<file path="src/rtl/fib_seq_if.sv">
// Request/stream bundle for the Fibonacci-class sequence generator.
// The slave side is the generator; the master side issues requests and consumes terms.
interface fib_seq_if #(
  parameter int WIDTH = 32,
  parameter int CNT_W = 8
);
  logic             start;
  logic [CNT_W-1:0] n_terms;
  logic [WIDTH-1:0] seed0;
  logic [WIDTH-1:0] seed1;
  logic             out_ready;
  logic             out_valid;
  logic [WIDTH-1:0] term;
  logic [CNT_W-1:0] index;
  logic             last;
  logic             busy;
  logic             done;
  logic             overflow;

  modport master (
    output start, n_terms, seed0, seed1, out_ready,
    input  out_valid, term, index, last, busy, done, overflow
  );

  modport slave (
    input  start, n_terms, seed0, seed1, out_ready,
    output out_valid, term, index, last, busy, done, overflow
  );
endinterface

</file>
<file path="src/rtl/fib_seq_gen.sv">
// Seeded Fibonacci-class term generator with a valid/ready stream; it stops at the
// requested count or just before a term would overflow WIDTH. All outputs are flops.
module fib_seq_gen #(
  parameter int WIDTH = 32,
  parameter int CNT_W = 8
) (
  input  logic     clk,
  input  logic     rst,
  fib_seq_if.slave bus
);
  typedef enum logic [1:0] {
    IDLE = 2'd0,
    RUN  = 2'd1,
    FIN  = 2'd2
  } state_t;

  localparam logic [CNT_W-1:0] ONE  = {{(CNT_W-1){1'b0}}, 1'b1};
  localparam logic [CNT_W-1:0] ZERO = {CNT_W{1'b0}};

  state_t           state, state_nxt;
  logic [WIDTH-1:0] a, a_nxt, b, b_nxt;
  logic             b_ovf, b_ovf_nxt;
  logic [CNT_W-1:0] idx, idx_nxt, n_cap, n_cap_nxt;
  logic             last, last_nxt, ovf, ovf_nxt;
  logic             valid, done, busy;
  logic [WIDTH:0]   sum;
  logic [CNT_W-1:0] idx_inc, last_idx;
  logic             hs;

  // Carry of the WIDTH+1 bit add is the exact overflow flag for the term after b.
  assign sum      = {1'b0, a} + {1'b0, b};
  assign idx_inc  = idx + ONE;
  assign last_idx = n_cap - ONE;
  assign hs       = valid & bus.out_ready;

  // Next-state and next-datapath logic.
  always_comb begin
    state_nxt = state;
    a_nxt     = a;
    b_nxt     = b;
    b_ovf_nxt = b_ovf;
    idx_nxt   = idx;
    n_cap_nxt = n_cap;
    last_nxt  = last;
    ovf_nxt   = ovf;
    case (state)
      IDLE: begin
        if (bus.start) begin
          a_nxt     = bus.seed0;
          b_nxt     = bus.seed1;
          b_ovf_nxt = 1'b0;
          idx_nxt   = ZERO;
          n_cap_nxt = bus.n_terms;
          ovf_nxt   = 1'b0;
          last_nxt  = (bus.n_terms == ONE);
          state_nxt = (bus.n_terms == ZERO) ? FIN : RUN;
        end else begin
          state_nxt = IDLE;
        end
      end
      RUN: begin
        if (hs && last) begin
          state_nxt = FIN;
          last_nxt  = 1'b0;
          ovf_nxt   = b_ovf & (idx != last_idx);
        end else if (hs) begin
          a_nxt                = b;
          {b_ovf_nxt, b_nxt}   = sum;
          idx_nxt              = idx_inc;
          last_nxt             = (idx_inc == last_idx) | sum[WIDTH];
        end else begin
          state_nxt = RUN;
        end
      end
      FIN: begin
        state_nxt = IDLE;
      end
      default: begin
        state_nxt = IDLE;
      end
    endcase
  end

  // State, datapath and registered status outputs.
  always_ff @(posedge clk or posedge rst) begin
    if (rst) begin
      state <= IDLE;
      a     <= {WIDTH{1'b0}};
      b     <= {WIDTH{1'b0}};
      b_ovf <= 1'b0;
      idx   <= ZERO;
      n_cap <= ZERO;
      last  <= 1'b0;
      ovf   <= 1'b0;
      valid <= 1'b0;
      done  <= 1'b0;
      busy  <= 1'b0;
    end else begin
      state <= state_nxt;
      a     <= a_nxt;
      b     <= b_nxt;
      b_ovf <= b_ovf_nxt;
      idx   <= idx_nxt;
      n_cap <= n_cap_nxt;
      last  <= last_nxt;
      ovf   <= ovf_nxt;
      valid <= (state_nxt == RUN);
      done  <= (state_nxt == FIN);
      busy  <= (state_nxt != IDLE);
    end
  end

  assign bus.out_valid = valid;
  assign bus.term      = a;
  assign bus.index     = idx;
  assign bus.last      = last;
  assign bus.busy      = busy;
  assign bus.done      = done;
  assign bus.overflow  = ovf;
endmodule

</file>
<file path="src/flat_wrapper.sv">
// flat-port wrapper written by rule: the top's interface ports become plain ports
module fib_seq_gen_flat 
#(
  parameter int WIDTH = 32,
  parameter int CNT_W = 8
)
  (clk, rst, bus_start, bus_n_terms, bus_seed0, bus_seed1, bus_out_ready, bus_out_valid, bus_term, bus_index, bus_last, bus_busy, bus_done, bus_overflow);
  fib_seq_if #(.WIDTH(WIDTH), .CNT_W(CNT_W)) bus_i ();
  input  logic clk;
  input  logic rst;
  input wire logic [$bits(bus_i.start)-1:0] bus_start;
  input wire logic [$bits(bus_i.n_terms)-1:0] bus_n_terms;
  input wire logic [$bits(bus_i.seed0)-1:0] bus_seed0;
  input wire logic [$bits(bus_i.seed1)-1:0] bus_seed1;
  input wire logic [$bits(bus_i.out_ready)-1:0] bus_out_ready;
  output wire logic [$bits(bus_i.out_valid)-1:0] bus_out_valid;
  output wire logic [$bits(bus_i.term)-1:0] bus_term;
  output wire logic [$bits(bus_i.index)-1:0] bus_index;
  output wire logic [$bits(bus_i.last)-1:0] bus_last;
  output wire logic [$bits(bus_i.busy)-1:0] bus_busy;
  output wire logic [$bits(bus_i.done)-1:0] bus_done;
  output wire logic [$bits(bus_i.overflow)-1:0] bus_overflow;
  assign bus_i.start = bus_start;
  assign bus_i.n_terms = bus_n_terms;
  assign bus_i.seed0 = bus_seed0;
  assign bus_i.seed1 = bus_seed1;
  assign bus_i.out_ready = bus_out_ready;
  assign bus_out_valid = bus_i.out_valid;
  assign bus_term = bus_i.term;
  assign bus_index = bus_i.index;
  assign bus_last = bus_i.last;
  assign bus_busy = bus_i.busy;
  assign bus_done = bus_i.done;
  assign bus_overflow = bus_i.overflow;
  fib_seq_gen #(.WIDTH(WIDTH), .CNT_W(CNT_W)) u_core (.clk(clk), .rst(rst), .bus(bus_i));
endmodule
</file>
<file path="config.mk">
export PLATFORM = sky130hd
export DESIGN_NAME = fib_seq_gen_flat
export DESIGN_NICKNAME = d
export VERILOG_FILES = /design/src/rtl/fib_seq_if.sv /design/src/rtl/fib_seq_gen.sv /design/src/flat_wrapper.sv
export SDC_FILE = /design/constraint.sdc
export NUM_CORES = 1
export LEC_CHECK = 0
export ABC_AREA = 1
export BUFFER_PORTS_ARGS = -buffer_cell sky130_fd_sc_hd__buf_2
export CAP_MARGIN = 40
export CORE_MARGIN = 5
export CORE_UTILIZATION = 58
export DETAILED_ROUTE_END_ITERATION = 6
export PLACE_DENSITY = 0.79
export SETUP_SLACK_MARGIN = 0.2
export SYNTH_ARGS = -nofsm -noshare
export SYNTH_HDL_FRONTEND = slang
export SYNTH_SLANG_ARGS = --single-unit
</file>
<file path="constraint.sdc">
create_clock -name clk -period 3.1 [get_ports clk]
set_input_delay 0.31 -clock clk [delete_from_list [all_inputs] [get_ports clk]]
set_output_delay 0.31 -clock clk [all_outputs]
set_load 0.01 [all_outputs]
</file>
Yosys cells after proc, flatten, opt, wreduce, memory -nomap -nowiden --
Index checks and enable logic that the tools add are counted.
Operators by class: reductions and logical operators 9, add/sub/neg operators 3, bitwise logic cells 3, eq/ne operators 11, multiplexer cells 27
Operator list (count):
- $mux W32 | 6
- $pmux W32 S2 | 2
- $add A32 B32 Y33 | 1
- $mux W8 | 3
- $pmux W8 S2 | 1
- $add A8 B1 Y8 const B | 1
- $eq A8 B1 Y1 const B | 1
- $eq A8 B8 Y1 | 1
- $logic_not A8 Y1 | 1
- $mux W2 | 4
- $ne A8 B8 Y1 | 1
- $sub A8 B1 Y8 const B | 1
- $mux W1 | 7
- $pmux W1 S2 | 3
- $reduce_and A3 Y1 | 2
- $eq A2 B1 Y1 const B | 2
- $ne A2 B1 Y1 const B | 2
- $ne A2 B2 Y1 const B | 2
- $pmux W2 S2 | 1
- $reduce_and A4 Y1 | 1
- $reduce_bool A2 Y1 | 2
- $ne A3 B1 Y1 const B | 1
- $and A1 B1 Y1 | 2
- $eq A2 B2 Y1 const B | 1
- 4 further kinds | 4
Storage, ports and cells: output and inout port bits 45, register bits 88, input port bits 76, logic and storage cells 64

Longest topological paths before layout --
Gate-level depths: netlist of run 1.
depth in word-level cells 6, gate-level depth with buffers 14, depth with buffers taken out 14

Least setup slack after synthesis of run 1 --
OpenSTA, ideal clock, no wires.
path kind register -> register, start point register u_core.a[0], in the netlist u_core.bus.term[0], end point register u_core.b[16], data required time 2977 ps, period minus slack after synthesis 1923 ps, library setup time 123 ps, path buffers 0, slack 1177 ps, arrival 1800 ps, cell stages (with the launch flop) 14, path through dfrtp_1 ha_1 inv_1 fa_1 inv_1 nand3_1 nand3_1 nand2_1 nand2_1 nand3_1 nand3_1 nand2_1 nor2_1 o21ai_1
On the way: cells in the longest elaborated chain, start to end 4
RTL lines:
- start: declaration | line fib_seq_gen.sv:21 | logic [WIDTH-1:0] a, a_nxt, b, b_nxt;
- start signal: assignment | line fib_seq_gen.sv:88 | a <= {WIDTH{1'b0}};
- start signal: assignment | line fib_seq_gen.sv:100 | a <= a_nxt;
- $add A32 B32 Y33 | line fib_seq_gen.sv:31 | assign sum = {1'b0, a} + {1'b0, b};
- $mux W32 | line fib_seq_gen.sv:66 | end else if (hs) begin
- $mux W32 | line fib_seq_gen.sv:62 | if (hs && last) begin
- $pmux W32 S2 | line fib_seq_gen.sv:46 | case (state)
- end signal: assignment | line fib_seq_gen.sv:89 | b <= {WIDTH{1'b0}};
- end signal: assignment | line fib_seq_gen.sv:101 | b <= b_nxt;
- end: declaration | line fib_seq_gen.sv:21
No other way between the ends. The select of a mux whose other input is x is not followed. A chain may end at the register's enable or synchronous reset.

Worst setup path after layout of run 1 --
start point register u_core.a[0], in the netlist u_core.bus.term[0], end point register u_core.b[20]
The elaborated chain is that of the path after synthesis.

==> results of run 1 <==
-- worst reg2reg max path: stages, from the launching register on --
cell and delay [ps]:
dfrtp_1 380, ha_1 230, inv_1 70, fa_1 410, inv_1 130, nand3_1 80
nand3_1 160, nand2_1 90, nand3_1 210, nand2_1 140, nand3_1 90, nand3_1 70
nand2_1 70, nand2_1 40
-- how the worst max path moves through the flow --
| stage | startpoint | cells past startpoint | endpoint | slack, ps |
|---|---|---|---|---|
| after floorplan | rst | 1 | u_core.b[0] | 510 |
| after global placement | u_core.bus.term[0] | 13 | u_core.b[24] | 880 |
| after detailed placement | u_core.state[1] | 8 | u_core.b[16] | 830 |
| after CTS | u_core.bus.term[0] | 13 | u_core.b[20] | 810 |
| after global routing | u_core.bus.term[0] | 13 | u_core.b[20] | 580 |
| final | u_core.bus.term[0] | 13 | u_core.b[20] | 810 |
-- state kept, by name (all words and copies together), names as in the netlist --
| register | flops |
|---|---|
| u_core.b_ovf | 1 |
| u_core.bus.busy | 1 |
| u_core.bus.overflow | 1 |
| u_core.state | 2 |
| u_core.b | 32 |
| u_core.n_cap | 8 |
| u_core.bus.last | 1 |
| u_core.bus.done | 1 |
| u_core.bus.out_valid | 1 |
| u_core.bus.term | 32 |
| u_core.bus.index | 8 |
-- per-layer routing --
metal	track usage, %	share of wire (%)	vias up
li1	-	-	3667
met4	9.92	2.8	0
met1	35.1	45	3186
met2	43.5	45	189
met5	0	0	-
met3	5.31	7.1	29
-- per-stage QoR --
step | cell area (um2) | worst slack [ps] | util [%] | hold WS [ps]
after detailed placement | 7570 | 829 | 65.7 | 463
after global routing | 7860 | 581 | 68.3 | 114
final | 7860 | 812 | 68.3 | 39.5
after global placement | 7570 | 876 | 65.7 | 449
after CTS | 7860 | 811 | 68.3 | 87.2
after floorplan | 6880 | 511 | - | 461
-- where the power goes --
| group | total, uW | switching (uW) | internal [uW] |
|---|---|---|---|
| sequential | 2170 | 460 | 1710 |
| combinational | 7310 | 4790 | 2520 |
| clock | 1110 | 480 | 628 |
-- cell type report --
| cell class | count | area, um2 | share of cell area, % |
|---|---|---|---|
| well taps | 143 | 179 | 2.28 |
| multi-input cells | 822 | 3890 | 49.5 |
| repair buffers | 125 | 651 | 8.27 |
| inverters | 172 | 647 | 8.23 |
| flip-flops and latches | 88 | 2200 | 28.0 |
| clock buffers | 10 | 229 | 2.91 |
| clock inverters | 6 | 65.1 | 0.827 |
-- cell families (layout without fill, tap and decap cells) --
logic type / count (synthesis) / count (layout) / synth area share, %
AO/OA/AOI/OAI: 121 / 121 / 9.82
AND/OR/NAND/NOR: 642 / 642 / 37.2
multiplexers: 1 / 1 / 0.164
XOR/XNOR: 23 / 23 / 2.93
buffers and inverters: 201 / 313 / 11.4
flip-flops: 88 / 88 / 32.0
adder cells (fa/ha/maj): 35 / 35 / 6.48
-- placed cells by master (no fill, tap or decap), drive strengths merged, types with 5 or more instances in the layout --
master    n
o211ai    5
nor3     10
dfrtp    88
o21ai    24
inv     173
a21oi    49
xor2     19
o22ai     8
buf     125
ha       34
nor2    129
clkbuf   10
nand2   426
nand4    10
a31oi    32
nand3    60
==> metrics.md, run 1 <==
| Metric | Value |
|---|---|
| Fillers | 1119 |
| Most common cell in the netlist | nand2_1 |
| WL final | 18.7 mm |
| Synth area leader | dfrtp_1 |
| Vias | 7071 |
| Diodes inserted | 0 |
| Fin crit period | 2290 ps |
| RSZ-0062 raised after global routing | no |
| Final antenna-violating net count | 0 |
| CORE AREA | 11500 um2 |
| Syn Nets | 1222 |
| DRC viols | 0 |
| Final slew viol count | 0 |
| CP top delay family | simple AND/OR/NAND/NOR gates |
| Slew @ Worst Pin | 859 ps |
| Initial drt markers | 413 |
| Initial Util | 59.7% |
| Period utilization | 73.8% |
| Total Neg Setup Slack | 0 ps |
| CTS tree | done |
| # IOs | 121 |
| Clock Pin Slew Worst Setup and Hold Paths | 60 ps |
| Clk_lat worst skew | 350 ps |
| Worst rel slew slack | 42.7% |
| Total Power | 10600 uW |
| Critical-path top delay cell | fa_1 |
| Cell Pwr Density | 1350 nW/um2 |
| Max Root-Sink Buffers | 2 |
| Final setup vio count | 0 |
| Fmax | 0.437 GHz |
| Area grow syn2layout | 14.3% |
| Worst min path class | primary input to asynchronous set/reset pin |
| Most Frequent Cell on Critical Path | nand3_1 |
| Share of the yosys chip area belonging to registers | 32.0% |
| Crit. End Element | register |
| Clock Tree Root | clkbuf_16 |
| Initial DRT Pass Iterations | 5 |
| Placed Cells | 1350 |
| Mapped Area | 6880 um2 |
| Rows | 39 |
| YS warnings | 0 |
| Crit path largest cell delay | 410 ps |
| Setup Skew | 6.82 ps |
| Cell depth of the worst flop-to-flop path | 13 |
| Post-CTS resize count | 0 |
| Reg2reg setup slack | 810 ps |
| Vias in the first global route | 6582 |
| Syn Area/Cell | 6.19 um2 |
| Via/cell ratio | 5.18 |
| Avg WL per Cell | 13.7 um |
| Post-synthesis cell type count | 32 |
| Ys async rst share | 100% |
| Final Net Count | 1329 |
| Die width | 119 um |
| DP HPWL | 14.0 mm |
| GR Util All Layers | 26.6% |
| Placer Congestion | 0.958 |
| Req. time, crit path | 3350 ps |
| Largest net degree at the start of global routing | 91 |
| Kind of start point of the critical path | register |
| Most used DFF post-synth | dfrtp_1 |
| CP Data Arrival Time | 2530 ps |
| Finished Layout Cells | 1366 |
| WP buf/inv | 2 |
| Die Span Y | 119 um |
| Synth top area share | 32.0% |
| CP max FO | 4 |
| Crit path kind | register to register |
| Count of input and output buffers | 120 |
| R2R Path End | u_core.b[20] |
| Reg-to-reg critical path startpoint | u_core.bus.term[0] |
| P_leak | 0.00458 uW |
| Max cap viols | 0 |
| Clk sinks | 88 |
| Top post-synthesis cells by area | dfrtp_1 (32%), nand2_1 (23%), inv_1 (9.2%) |
| Mapped Cells | 1111 |
| Peak supply drop | 0.535 mV |
| Run status | complete, no violations |
| Share of cells above drive strength 1 | 12.4% |
| Gr ovfl total | 0 |
| Flops & latches, synth | 88 |
| Antenna violations before repair | 0 |
| Final hold violation count | 0 |
| Die area | 14100 um2 |
| H-tree depth | 3 |
| First-pass GRT wire length | 31.1 mm |
| Post-CTS setup buffer count | 0 |
| Synth cell count leaders | nand2_1 (423), inv_1 (169), nor2_1 (127) |
| Cts hold-fix bufs | 0 |
| Crit path cell chain | ha_1, inv_1, fa_1, inv_1, nand3_1, nand3_1, nand2_1, nand3_1, nand2_1, nand3_1, nand3_1, nand2_1, nand2_1 |
| CTS buffer count | 9 |
| EDFF count, synth | 0 |
Power figures use the tool's default switching activity.
==> inputs of run 2 (changes only) <==
- ABC_AREA: 1 -> 0
- CORE_UTILIZATION: 58 -> 56
- PLACE_DENSITY: 0.79 -> 0.78
- clock period: 3.1 -> 2.4 ns (I/O delays scaled with it)
==> metrics.md, run 2 <==
| Metric | Value |
|---|---|
| Max cap viols | 0 (unchanged) |
| Diodes inserted | 0 (unchanged) |
| Most common cell in the netlist | nand2_1 |
| RSZ-0062 raised after global routing | yes |
| Syn Area/Cell | 8.19 um2 (+32%) |
| Share of cells above drive strength 1 | 34.4% (+22 points) |
| GR Util All Layers | 27.5% (+0.89 points) |
| H-tree depth | 3 (unchanged) |
| Clock Tree Root | clkbuf_8 |
| Initial drt markers | 524 (+27%) |
| Fmax | 0.368 GHz (-16%) |
| Avg WL per Cell | 16.6 um (+21%) |
| Count of input and output buffers | 120 (unchanged) |
| Largest net degree at the start of global routing | 104 (+14%) |
| Crit path cell chain | ha_4, a21o_1, a221o_1, a221o_1, or3_4, o211ai_2, a21oi_2, o31ai_2, nand3_1 |
| CP max FO | 3 (-1) |
| Rows | 37 (-5.1%) |
| Gr ovfl total | 0 (unchanged) |
| WL final | 17.7 mm (-5.1%) |
| Mapped Area | 5940 um2 (-14%) |
| Final Net Count | 1038 (-22%) |
| DRC viols | 0 (unchanged) |
| Slew @ Worst Pin | 649 ps (-211 ps) |
| Fin crit period | 2720 ps (+428 ps) |
| Crit. End Element | register |
| Vias | 6246 (-12%) |
| First-pass GRT wire length | 29.0 mm (-6.9%) |
| Final instance area | 7990 um2 (+1.6%) |
| Crit path largest cell delay | 430 ps (+20 ps) |
| Via/cell ratio | 5.85 (+13%) |
| Cell Pwr Density | 1900 nW/um2 (+41%) |
| Req. time, crit path | 2670 ps (-680 ps) |
| Mapped Cells | 725 (-35%) |
| Synth top area share | 37.1% (+5.1 points) |
| Flops & latches, synth | 88 (unchanged) |
| Share of the yosys chip area belonging to registers | 37.1% (+5.1 points) |
| CTS tree | done |
| Ys async rst share | 100% (unchanged) |
| Critical-path top delay cell | dfrtp_2 |
| Register Area | 2210 um2 (+0.17%) |
| Worst min path class | primary input to register |
| Final antenna-violating net count | 0 (unchanged) |
| Die area | 12800 um2 (-9.8%) |
| WP buf/inv | 0 (-2) |
| Die Span Y | 113 um (-5.0%) |
| YS warnings | 0 (unchanged) |
| CP top delay family | compound AO/OA/AOI/OAI gates |
| Peak supply drop | 1.07 mV (+100%) |
| Finished Layout Cells | 1067 (-22%) |
| Total Neg Setup Slack | -3250 ps (-3250 ps) |
| Most used DFF post-synth | dfrtp_1 |
| Failing checks | negative setup slack |
| EDFF count, synth | 0 (unchanged) |
| Area grow syn2layout | 34.6% |
| Placer Congestion | 0.907 (-5.4%) |
| Crit path kind | register to register |
| Final hold violation count | 0 (unchanged) |
| Clock Pin Slew Worst Setup and Hold Paths | 100 ps (+40 ps) |
| Commonest non-fill, non-tap cell in the layout | nand2_1 |
| Antenna violations before repair | 0 (unchanged) |
| Clk sinks | 88 (unchanged) |
| Syn Nets | 836 (-32%) |
| Worst rel slew slack | 56.6% (+14 points) |
| CTS buffer count | 9 (unchanged) |
| Fillers | 749 (-33%) |
| Final setup vio count | 19 (+19) |
| Post-synthesis cell type count | 56 (+75%) |
| Synth cell count leaders | nand2_1 (129), dfrtp_1 (88), nor2_1 (71) |
| Highest-count cells in the layout ignoring fill and taps | nand2_1 (128), buf_2 (120), buf_4 (89), dfrtp_1 (85), nor2_1 (71) |
| Max Root-Sink Buffers | 2 (unchanged) |
| Multi-input gate area | 3880 um2 (-0.32%) |
| Vias in the first global route | 6173 (-6.2%) |
| Initial DRT Pass Iterations | 5 (unchanged) |
| Area after DPL | 7410 um2 (-2.1%) |
| Finished Core Util | 77.4% (+9.1 points) |
| Clk_lat worst skew | 390 ps (+40 ps) |
| DP HPWL | 12.3 mm (-12%) |
| Placement Setup Slack | -286 ps (-1110 ps) |
| # IOs | 121 (unchanged) |
| CORE AREA | 10300 um2 (-10%) |
| Final slew viol count | 0 (unchanged) |
| Placed Cells | 1033 (-23%) |
| Top post-synthesis cells by area | dfrtp_1 (37%), nand2_1 (8.2%), ha_1 (7.2%) |
| CP Data Arrival Time | 2980 ps (+450 ps) |
| Period utilization | 113% (+39 points) |
| Die width | 113 um (-5.0%) |
| Setup ws final | -316 ps (-1130 ps) |
| Setup Skew | 14.7 ps (+7.90 ps) |
| Run status | complete, but fails checks |
| Most Frequent Cell on Critical Path | a221o_1 |
| Initial Util | 57.5% (-2.2 points) |
| P_leak | 0.00372 uW (-19%) |
| Synth area leader | dfrtp_1 |
| Kind of start point of the critical path | register |
[run 2: path summary, 6_finish.rpt]
kind / startpoint / endpoint / slack (ps) / cells after the start
max: u_core.bus.term[17] / u_core.bus.last / -320 / 9
min: bus_n_terms[1] / u_core.n_cap[1] / 70 / 3
max reg2reg: u_core.bus.term[17] / u_core.bus.last / -320 / 9
min reg2reg: u_core.b_ovf / u_core.b_ovf / 510 / 2
max in group asynchronous: rst / u_core.bus.term[17] / 1120 / 4
min in group asynchronous: rst / u_core.bus.term[10] / 490 / 3
[run 2: cell type report]
cell class	instances	share of cell area (%)
clock buffer	10	1.60
clock inverter	5	0.626
inverter	13	0.658
multi-input combinational	588	48.5
sequential	88	27.6
tap	136	2.13
timing repair buffer	227	18.8
[run 2: timing repair]
item                                    CTS  global route
pin swaps                                36            29
hold endpoints to repair                 25             0
setup buffers                            10             8
endpoints found under the setup margin   28            28
hold buffers                              1             0
resized for setup                        38            25
[run 2: routing by layer]
metal | wire length, um | track usage (%) | vias to the layer above | share of wire, %
met1 | 7710 | 37.2 | 2971 | 44
li1 | - | - | 2987 | -
met3 | 1030 | 4.01 | 50 | 5.8
met2 | 8440 | 44.2 | 238 | 48
met5 | 0 | 0 | - | 0
met4 | 536 | 12.0 | 0 | 3.0
[run 2: through the flow]
step / hold slack, ps / power [uW]
finish: 73.0 / 15200
global route: 88.9 / 16400
CTS: 67.1 / 14300
detailed placement: 364 / 12500
global placement: 339 / 12100
floorplan: 357 / 9250
[run 2: worst register-to-register path, delay by kind of cell (launching register included)]
family	cells	cell delay, ps
and+or+nand+nor	2	470
AOI/OAI and AO/OA	6	1450
DFF	1	430
adders and majority gates	1	260
[run 2: where the power goes]
| group | internal (uW) | switching (uW) | total [uW] |
|---|---|---|---|
| Combinational | 5460 | 5820 | 11300 |
| Clock | 469 | 560 | 1030 |
| Sequential | 2210 | 662 | 2870 |
[run 2: kinds of logic (layout without fill, tap and decap cells)]
kind of cell / Yosys count / in the layout / synth area share, %
simple gates: 305 / 305 / 22.9
mux: 16 / 16 / 2.82
xor+xnor: 30 / 30 / 4.43
compound gates: 202 / 202 / 21.3
fa+ha+maj: 35 / 35 / 7.50
buf+inv: 49 / 255 / 3.94
flops: 88 / 88 / 37.1
